--- config.mk ---
export PLATFORM = sky130hd
export DESIGN_NAME = parity_serializer
export DESIGN_NICKNAME = d
export VERILOG_FILES = /design/src/rtl/parity_serializer.sv
export SDC_FILE = /design/constraint.sdc
export NUM_CORES = 1
export LEC_CHECK = 0
export ABC_AREA = 1
export CELL_PAD_IN_SITES_DETAIL_PLACEMENT = 0
export CELL_PAD_IN_SITES_GLOBAL_PLACEMENT = 2
export CORE_MARGIN = 2
export CORE_UTILIZATION = 32
export CTS_CLUSTER_SIZE = 40
export DETAILED_ROUTE_END_ITERATION = 6
export PLACE_DENSITY_LB_ADDON = 0.1
export SLEW_MARGIN = 15
export SYNTH_ARGS = -nofsm -noshare
export SYNTH_HDL_FRONTEND = slang
export SYNTH_SLANG_ARGS = --single-unit
--- constraint.sdc ---
create_clock -name clk -period 2.65 [get_ports clk]
set_input_delay 0.265 -clock clk [delete_from_list [all_inputs] [get_ports clk]]
set_output_delay 0.265 -clock clk [all_outputs]
set_load 0.03 [all_outputs]
--- src/rtl/parity_serializer.sv ---
// Parallel-to-serial feeder: shifts a word out LSB-first with an optional
// appended parity bit and frame_start/frame_end markers.
module parity_serializer #(
    parameter int WIDTH      = 8,
    parameter bit PARITY_EN  = 1'b1,
    parameter bit ODD_PARITY = 1'b0
) (
    input  logic             clk,
    input  logic             rst,
    input  logic [WIDTH-1:0] din,
    input  logic             din_valid,
    output logic             din_ready,
    output logic             x,
    output logic             x_valid,
    output logic             frame_start,
    output logic             frame_end
);
    localparam int CW = $clog2(WIDTH);
    localparam logic [CW-1:0] LAST = CW'(WIDTH - 1);

    typedef enum logic [1:0] {IDLE, SHIFT, PAR} state_t;

    state_t           state, state_d;
    logic [WIDTH-1:0] shreg, shreg_d;
    logic [CW-1:0]    cnt, cnt_d;
    logic             par, par_d;
    logic             last_bit, accept;
    logic             x_d, xv_d, fs_d, fe_d;

    always_comb begin
        // The frame_end cycle doubles as the accept slot for the next word.
        last_bit  = (state == PAR) || (state == SHIFT && cnt == LAST && !PARITY_EN);
        din_ready = (state == IDLE) || last_bit;
        accept    = din_valid && din_ready;

        state_d = state;
        shreg_d = shreg;
        cnt_d   = cnt;
        par_d   = par;

        case (state)
            IDLE: ;
            SHIFT: begin
                if (cnt != LAST) begin
                    shreg_d = shreg >> 1;
                    cnt_d   = cnt + CW'(1);
                end else if (PARITY_EN) begin
                    state_d = PAR;
                end else begin
                    state_d = IDLE;
                end
            end
            PAR:     state_d = IDLE;
            default: state_d = IDLE;
        endcase

        if (accept) begin
            state_d = SHIFT;
            shreg_d = din;
            cnt_d   = '0;
            par_d   = (^din) ^ ODD_PARITY;
        end

        // Outputs are decoded from the next state so they register cleanly.
        xv_d = (state_d != IDLE);
        x_d  = (state_d == SHIFT) ? shreg_d[0] :
               (state_d == PAR)   ? par_d      : 1'b0;
        fs_d = (state_d == SHIFT) && (cnt_d == '0);
        fe_d = (state_d == PAR) || (!PARITY_EN && state_d == SHIFT && cnt_d == LAST);
    end

    always_ff @(posedge clk or posedge rst) begin
        if (rst) begin
            state       <= IDLE;
            shreg       <= '0;
            cnt         <= '0;
            par         <= 1'b0;
            x           <= 1'b0;
            x_valid     <= 1'b0;
            frame_start <= 1'b0;
            frame_end   <= 1'b0;
        end else begin
            state       <= state_d;
            shreg       <= shreg_d;
            cnt         <= cnt_d;
            par         <= par_d;
            x           <= x_d;
            x_valid     <= xv_d;
            frame_start <= fs_d;
            frame_end   <= fe_d;
        end
    end
endmodule

### Word level (Yosys, flattened, before mapping)

Index checks and enable logic that the tools add are counted.

| operators by class | value |
|---|---|
| muxes and demuxes | 12 |
| equal/unequal tests | 5 |
| $add $sub $neg | 1 |
| reduce and logical (&&, ||, !) cells | 10 |

Operators by type and width:

| operator | number |
|---|---|
| 8-bit two-way mux | 3 |
| 3-bit two-way mux | 3 |
| 8-bit XOR reduction | 1 |
| 2-bit nonzero test | 3 |
| 2-bit by 1-bit equality test with 1-bit output, second input constant | 2 |
| 2-bit equality test, second input constant | 2 |
| 2-bit two-way mux | 2 |
| 2-bit one-hot mux with 2 select lines | 1 |
| 3-bit by 1-bit adder with 3-bit output, second input constant | 1 |
| 3-bit zero test | 1 |
| 1-bit two-way mux | 3 |
| 3-bit != test, second input constant | 1 |
| 1-bit logical AND | 2 |
| 2-bit zero test | 1 |
| 2-bit AND reduction | 1 |
| 1-bit logical OR | 1 |

| storage, ports and cells | value |
|---|---|
| input bits | 11 |
| bits in registers | 18 |

### Longest topological paths before layout

Gate-level depths: netlist of the first run.

| depth | value |
|---|---|
| depth in word-level cells | 7 |
| gate-level depth with buffers | 8 |
| mapped depth without buffers | 8 |

### Worst setup path before layout of the first run

OpenSTA, ideal clock, no wires.

| path | value |
|---|---|
| path kind | register -> register |
| start point | register cnt[0] |
| end point | register shreg[0] |
| path buffers | 1 |
| library setup time | 0.119 ns |
| required time | 2.531 ns |
| cell stages (with the launch flop) | 8 |
| data arrival time | 1.236 ns |
| path slack | 1.295 ns |
| cell sequence | dfrtp_1 -> ha_1 -> nand2_1 -> nand2_4 -> buf_6 -> nand2_1 -> o211ai_2 -> and2_1 |

| between the ends | value |
|---|---|
| word-level cells in the longest chain between the ends | 4 |

Ends and longest elaborated chain:

| item | line | RTL |
|---|---|---|
| from (decl) | 25 | `logic [CW-1:0] cnt, cnt_d;` |
| from (signal assigned) | 85 | `cnt <= cnt_d;` |
| 3-bit != test | 44 | `if (cnt != LAST) begin` |
| 8-bit two-way mux | 44 |  |
| 8-bit two-way mux | 41 | `case (state)` |
| 8-bit two-way mux | 57 | `if (accept) begin` |
| net shreg_d[0] | 24 | `logic [WIDTH-1:0] shreg, shreg_d;` |
| to (signal assigned) | 84 | `shreg <= shreg_d;` |
| to (decl) | 24 |  |

The timed path passes the listed nets, and every way through them passes these cells. The select of a mux whose other input is x is not followed.
A chain may end at the register's enable or synchronous reset.

### Worst setup path in the final report of the first run

| path | value |
|---|---|
| start point | register state[0] |
| end point | output port din_ready |

| between the ends | value |
|---|---|
| word-level cells in the longest chain between the ends | 2 |
| elaborated cells on any way between the ends | 3 |
| classes of those cells | eq/ne (1); reduce/logical (2) |

Ends and longest elaborated chain:

| item | line | RTL |
|---|---|---|
| from (decl) | 23 | `state_t state, state_d;` |
| from (signal assigned) | 83 | `state <= state_d;` |
| 2-bit equality test or 2-bit zero test (tied branches) | 32, 33 |  |
| 1-bit logical OR * | 33 | `din_ready = (state == IDLE) \|\| last_bit;` |
| to (decl) | 12 | `output logic din_ready,` |

Mark *: on every way between the ends. The rest lies on a longest branch, timed or not.

==> out/results.ini, run 1 <==
[route]
num_vias=803
drc=0
highest-signal-layer=met4
drt-met1-wl_um=870
detail_route.wl_per_cell_um=11.0
drt-pass1-iter-count=4
wl_met2_um=949
dr_wl_met3_um=64
ant_nets=0
wl_um=1900
first_iter_violations=18
via_per_inst=4.64

[final_layout]
fillers=315
drive_gt1_share_pct=7.86
final_nets=154
final_util_pct=39.5
num_antenna_cells=0
final_cell_area_mm2=0.00118
areaGrowthSynthToFinish_pct=20.2

[timing]
worst_pin_slew_ps=681
timing.fmax_mhz=575
relSlewSlack_pct=54.6
setup_violations=0
post-route-period-util_pct=65.6
tns_ps=0
drv_slew=0
hold_violations=0
rsz0062_at_grt=false
finalClockSkew_ps=2.44
fin_crit_ps=1740

[setup_path]
startpoint_type=flip-flop
end_kind=primary output
r2r_slack_ps=1130
path_class=flip-flop to primary output
worst_ep_arrival_time_ps=1470
reg2reg_depth=6
critPathRequiredTime_ps=2380
path_max_fanout=4

[yosys]
synth_cell_types=22
syn-num-nets=136
synth_top_area_share_pct=46.0
syn_avg_cell_area_um2=7.90
ys_ff_latch=18
synth_top_area_cell=dfrtp_1
yosys-top-cells-area=dfrtp_1 (46%), nand2_1 (16%), inv_1 (6.5%)
yosys_warnings=0
syn_inst=124
syn_area_um2=980
yosysSeqAreaShare_pct=46.0

[floorplan]
ioPinCount=16
die_area_mm2=0.00352
die-width_um=59.3
die_y_um=59.3
rows=20
coreArea_mm2=0.00298
initial_utilization_pct=32.9

[cts]
clk_pin_slew_worst_paths_ps=90
cts_buffer_depth=2
cts_root_buffer=clkbuf_4
post_cts_buffers=0
h-tree-depth=1
tritoncts=done
cts_resized=0
clk_latency_ps=280
clock_sinks=18
cts_hold_buf=0
numCtsBuffers=3

[power_and_ir_drop]
p_seq_share_pct=38.0
power_switching_share_pct=42.0
pwr-share-comb_pct=50.9
p_leak_nw=0.610
peakVddDrop_uv=215
p_per_area_mw_per_mm2=988
power_frac_clock_pct=11.0
power.net_switching_w=0.000488
power.internal_w=0.000675

[run_status]
status=finished clean

[global_route]
grt_overflow=0
grt_pass1_vias=783
grt_usage_pct=13.0
grt_pass1_wl_um=3370
grt_max_degree=19
antenna_found_initial=0

[job]
drv_cap=0

[placed_design]
place_area_mm2=0.00115
hpwlAfterDp_um=1500
io_buffers=15
gp_congestion=0.723

[min_path]
min_path_type=input port to asynchronous set/reset pin

[critical path, stage by stage (launching register included)]
cell and delay (ps):
dfrtp_1 380, inv_2 120, clkdlybuf4s50_1 690
[cells in the final DEF (no fill, tap or decap), drive strengths merged]
cell	count
a21oi	3
and2	1
clkbuf	3
clkdlybuf4s50	15
dfrtp	18
ha	1
inv	19
nand2	43
nand3	12
nor2	12
nor3	1
o211ai	4
o21ai	3
o221ai	3
xnor2	1
xor2	1
[logic make-up (layout without fill, tap and decap cells)]
kind of cell,Yosys count,in the layout,synth area share [%]
buffers and inverters,21,37,8.94
and+or+nand+nor,69,69,31.5
adders and majority gates,1,1,1.28
xor gates and xnor gates,2,2,1.79
AOI/OAI and AO/OA,13,13,10.5
DFF,18,18,46.0
[area by class of cell]
cell class | instances | area, um2 | area share (%)
sequential | 18 | 450 | 38.3
multi-input combinational | 85 | 442 | 37.5
timing repair buffer | 15 | 150 | 12.8
inverter | 19 | 71.3 | 6.06
tap | 33 | 41.3 | 3.51
clock buffer | 3 | 22.5 | 1.91
[power groups by stage]
stage          Sequential, W  Clock [W]  Combinational, W
2_1_floorplan       0.000481          0          0.000430
3_3_place_gp        0.000447          0          0.000597
3_5_place_dp        0.000449          0          0.000605
4_1_cts             0.000444   0.000138          0.000604
5_1_grt             0.000460   0.000158          0.000669
6_report            0.000442   0.000128          0.000592
[Yosys cell counts]
cell type	count
o211ai_1	3
nor2_8	1
nand2_4	1
nand2_1	41
buf_2	1
nand3_1	12
xor2_1	1
o21ai_4	1
o221ai_1	3
inv_1	17
nor2_1	11
xnor2_1	1
and2_1	1
o211ai_2	1
buf_6	1
ha_1	1
inv_2	2
nor3_2	1
dfrtp_1	18
nand2_2	1
a21oi_1	3
o21ai_0	2
[flip-flops by register name, indices dropped and copies added, names as in the netlist]
register,count
shreg,8
frame_end,1
par,1
x,1
state,2
cnt,3
frame_start,1
x_valid,1
[metal layers]
metal / vias to the layer above / GRT usage, %
met1: 358 / 15.7
met5: - / 0
met3: 2 / 1.97
met4: 0 / 6.82
met2: 19 / 22.3
li1: 424 / -
[through the flow]
stage	hold slack, ps	setup WS [ps]	power (W)	instances
finish	373	911	0.00116	173
global route	408	834	0.00129	173
CTS	389	890	0.00119	173
detailed placement	493	1100	0.00105	170
global placement	482	1120	0.00104	170
floorplan	204	1290	0.000912	124
[path summary, 6_finish.rpt]
| check | from | end |
|---|---|---|
| max reg2reg | cnt[0] | frame_start |
| min | rst | shreg[1] |
| min reg2reg | par | x |
| max | state[0] | din_ready |
| min in group clk | par | x |
| max in group asynchronous | rst | shreg[2] |
Note: power is estimated with default switching activity, not from simulation.
==> run 2, diff against run 1 <==
- CORE_UTILIZATION: 32 -> 30
- clock period: 2.65 -> 1.7 ns (I/O delays scaled with it)
==> out/results.ini, run 2 (synthesis results as in run 1) <==
[run_status]
status=finished clean

[setup_path]
worst_ep_arrival_time_ps=1460  ; about the same
crit_path_top_delay_cell=clkdlybuf4s50_1
path_class=flip-flop to primary output
slowest_delay_ps=690  ; about the same
critPathRequiredTime_ps=1530  ; -850 ps
reg2reg_to=frame_start
path_cells=inv_2, clkdlybuf4s50_1
startpoint_type=flip-flop
path_max_fanout=4  ; unchanged
r2r_slack_ps=320  ; -810 ps
r2r_start=cnt[0]
end_kind=primary output
reg2reg_depth=6  ; unchanged

[timing]
worst_pin_slew_ps=303  ; -377 ps
relSlewSlack_pct=79.7  ; +25 points
timing.fmax_mhz=612
finalClockSkew_ps=10.6  ; +8.16 ps
rsz0062_at_grt=false
tns_ps=0  ; unchanged
drv_slew=0  ; unchanged
fin_hold_ws_ps=188  ; -185 ps
setup_violations=0  ; unchanged
hold_violations=0  ; unchanged
fin_crit_ps=1630
post-route-period-util_pct=96.2

[floorplan]
coreArea_mm2=0.00308  ; +3.4%
ioPinCount=16  ; unchanged
die_y_um=61.1  ; +3.1%
initial_utilization_pct=31.8  ; -1.1 points
die-width_um=61.1  ; +3.1%
rows=20  ; unchanged
die_area_mm2=0.00374  ; +6.2%

[global_route]
antenna_found_initial=0  ; unchanged
grt_max_degree=19  ; unchanged
grt_overflow=0  ; unchanged
grt_pass1_vias=777  ; -0.77%
use_met1_pct=15.7  ; +0.075 points
grt_pass1_wl_um=3520  ; +4.3%
use_met3_pct=0.630  ; -1.3 points
busiest_layer=met2
grt_usage_pct=13.1  ; +0.036 points
met2_usage_pct=23.1  ; +0.81 points

[final_layout]
final_cell_mix=nand2_1 (41), dfrtp_1 (18), inv_1 (17)
drive_gt1_share_pct=9.79  ; +1.9 points
largest-register=shreg
final_util_pct=39.4  ; -0.11 points
stdcell_count=187  ; +8.1%
num_antenna_cells=0  ; unchanged
final_common_cell=nand2_1
areaGrowthSynthToFinish_pct=23.9
largest_reg_flops=8  ; unchanged
top_regs=shreg: 8 flops, cnt: 3 flops, state: 2 flops
final_nets=157  ; +1.9%
fillers=356  ; +13%

[cts]
clk_pin_slew_worst_paths_ps=100  ; about the same
cts_buffer_depth=2  ; unchanged
numCtsBuffers=3  ; unchanged
cts_hold_buf=0  ; unchanged
cts_root_buffer=clkbuf_4
tritoncts=done
clk_latency_ps=290  ; about the same
clock_sinks=18  ; unchanged
h-tree-depth=1  ; unchanged
cts_resized=0  ; unchanged
post_cts_buffers=0  ; unchanged

[power_and_ir_drop]
peakVddDrop_uv=350  ; +63%
power.total_w=0.00185  ; +59%
p_per_area_mw_per_mm2=1530  ; +55%
p_leak_nw=0.623  ; +2.2%

[min_path]
min_path_type=input port to asynchronous set/reset pin

[placed_design]
gp_congestion=0.746  ; +3.2%
hpwlAfterDp_um=1620  ; +7.6%
place_inst=184  ; +8.2%
io_buffers=15  ; unchanged

[route]
num_vias=805  ; +0.25%
wl_um=2100  ; +10%
first_iter_violations=31  ; +13
drt-pass1-iter-count=4  ; unchanged
detail_route.wl_per_cell_um=11.2  ; +1.9%
ant_nets=0  ; unchanged
via_per_inst=4.30  ; -7.3%
drc=0  ; unchanged

[job]
drv_cap=0  ; unchanged

-- run 2: worst max path at each step --
stage,end,startpoint
floorplan,shreg[0],cnt[0]
global placement,shreg[0],din_valid
detailed placement,frame_start,din_valid
CTS,din_ready,state[0]
global route,din_ready,state[0]
finish,din_ready,state[0]
-- run 2: through the flow --
stage	area (um2)	setup slack, ps
3_5_place_dp	1190	315
2_1_floorplan	980	345
5_1_grt	1210	2.86
4_1_cts	1210	42.9
3_3_place_gp	1190	332
6_report	1210	65.1
-- run 2: critical path: cells and delay by family (launching register included) --
family	cells	cell delay, ps
buffers and inverters	2	810
DFF	1	380
-- run 2: layer usage --
layer  vias to the layer above  part of all wire, %
met1                       358                   48
met5                         -                    0
li1                        431                    -
met2                        14                   48
met3                         2                  2.7
met4                         0                  1.3
-- run 2: layout make-up --
| class | instances | area, um2 | area share, % |
|---|---|---|---|
| clock buffers | 3 | 22.5 | 1.86 |
| well taps | 44 | 55.1 | 4.54 |
| inverters | 19 | 71.3 | 5.88 |
| multi-input cells | 85 | 442 | 36.4 |
| repair buffers | 18 | 173 | 14.2 |
| flip-flops and latches | 18 | 450 | 37.1 |
-- run 2: where the power goes --
| group | internal, W | switching, W |
|---|---|---|
| Clock | 0.0000823 | 0.000123 |
| Sequential | 0.000612 | 0.0000814 |
| Combinational | 0.000375 | 0.000579 |
==> run 3, diff against run 2 <==
- PLACE_DENSITY_LB_ADDON: 0.1 -> 0.25
==> out/results.ini, run 3 (synthesis results as in run 1) <==
[run_status]
status=finished clean

[final_layout]
top_regs=shreg: 8 flops, cnt: 3 flops, state: 2 flops
areaGrowthSynthToFinish_pct=25.5
final_util_pct=40.0  ; +0.53 points
largest-register=shreg
final_nets=157  ; unchanged
drive_gt1_share_pct=10.4  ; +0.63 points
num_antenna_cells=0  ; unchanged
fillers=327  ; -8.1%
final_cell_area_mm2=0.00123  ; +1.3%
final_cell_mix=nand2_1 (41), dfrtp_1 (18), inv_1 (17)
largest_reg_flops=8  ; unchanged
final_common_cell=nand2_1

[setup_path]
worstSetupStartpoint=frame_start
path_class=flip-flop to primary output
critPathRequiredTime_ps=1530  ; about the same
end_kind=primary output
r2r_start=cnt[0]
worst_ep_arrival_time_ps=1280  ; -180 ps
crit_family=buffers and inverters
path_max_fanout=1  ; -3
startpoint_type=flip-flop
worst-path-buf-inv=1  ; -1
crit_path_top_delay_cell=clkdlybuf4s50_1
slowest_delay_ps=660  ; -30 ps
path_cells=clkdlybuf4s50_1

[floorplan]
ioPinCount=16  ; unchanged
die_y_um=61.1  ; unchanged
die_area_mm2=0.00374  ; unchanged
coreArea_mm2=0.00308  ; unchanged
die-width_um=61.1  ; unchanged
initial_utilization_pct=31.8  ; unchanged
rows=20  ; unchanged

[cts]
clock_sinks=18  ; unchanged
cts_root_buffer=clkbuf_4
tritoncts=done
cts_hold_buf=0  ; unchanged
clk_latency_ps=280  ; about the same
clk_pin_slew_worst_paths_ps=100  ; about the same
cts_buffer_depth=2  ; unchanged
numCtsBuffers=3  ; unchanged
h-tree-depth=1  ; unchanged

[timing]
timing.fmax_mhz=689  ; +13%
hold_violations=0  ; unchanged
tns_ps=0  ; unchanged
fin_crit_ps=1450  ; -184 ps
relSlewSlack_pct=78.7  ; -0.98 points
rsz0062_at_grt=false
worst_pin_slew_ps=319  ; +15.2 ps
layout_setup_ws_ps=249  ; +184 ps
post-route-period-util_pct=85.4  ; -11 points
setup_violations=0  ; unchanged
finalClockSkew_ps=0.515  ; -10.1 ps
drv_slew=0  ; unchanged

[route]
num_vias=820  ; +1.9%
drt-pass1-iter-count=4  ; unchanged
first_iter_violations=14  ; -55%
ant_nets=0  ; unchanged
wl_um=1920  ; -8.4%
drc=0  ; unchanged
detail_route.wl_per_cell_um=10.2  ; -8.9%
via_per_inst=4.36  ; +1.3%

[placed_design]
place_ws_ps=363  ; +48.0 ps
gp_congestion=0.675  ; -9.5%
place_area_mm2=0.00119  ; unchanged
hpwlAfterDp_um=1540  ; -5.0%
io_buffers=15  ; unchanged

[global_route]
grt_overflow=0  ; unchanged
antenna_found_initial=0  ; unchanged
grt_usage_pct=11.8  ; -1.3 points
grt_pass1_vias=766  ; -1.4%
grt_pass1_wl_um=3260  ; -7.3%
grt_max_degree=19  ; unchanged

[power_and_ir_drop]
p_per_area_mw_per_mm2=1540  ; +0.86%
p_leak_nw=0.643  ; +3.1%
peakVddDrop_uv=375  ; +7.3%

[job]
drv_cap=0  ; unchanged

[min_path]
min_path_type=input port to asynchronous set/reset pin

==> run 3: worst paths after layout <==
| kind | endpoint | slack, ps | cells past startpoint |
|---|---|---|---|
| worst max-delay path | frame_start | 250 | 1 |
| worst min-delay path | shreg[3] | 190 | 3 |
| worst max register to register | frame_start | 350 | 6 |
| worst min register to register | x | 530 | 2 |
| max in group asynchronous | shreg[0] | 1320 | 3 |
| min in group clk | x | 530 | 2 |
==> run 3: area by class of cell <==
type | count | area [um2] | share of cell area [%]
Timing Repair Buffer | 18 | 175 | 14.2
Inverter | 19 | 71.3 | 5.80
Clock buffer | 4 | 36.3 | 2.95
Tap cell | 44 | 55.1 | 4.48
Sequential cell | 18 | 450 | 36.6
Multi-Input combinational cell | 85 | 442 | 35.9
==> run 3: power by group <==
part	internal (W)	switching, W	total, W
Combinational	0.000372	0.000568	0.000940
Clock	0.000130	0.000128	0.000259
Sequential	0.000611	0.0000829	0.000694
==> run 3: what timing repair did <==
action / in CTS / in global routing
gates resized for setup: 0 / 1
setup buffers: 0 / 0
endpoints found under the setup margin: 0 / 1
==> run 3: through the flow <==
step	power, W	hold WS [ps]	std cells
6_report	0.00189	187	188
4_1_cts	0.00192	187	188
3_5_place_dp	0.00166	508	184
3_3_place_gp	0.00165	497	184
5_1_grt	0.00206	192	188
2_1_floorplan	0.00142	109	124
==> run 3: metal layers <==
layer,global-route usage [%],vias to the layer above,share of wire [%]
li1,-,431,-
met1,16.1,374,49
met2,18.7,15,48
met3,1.26,0,3.5
met4,5.59,0,0
met5,0,-,0
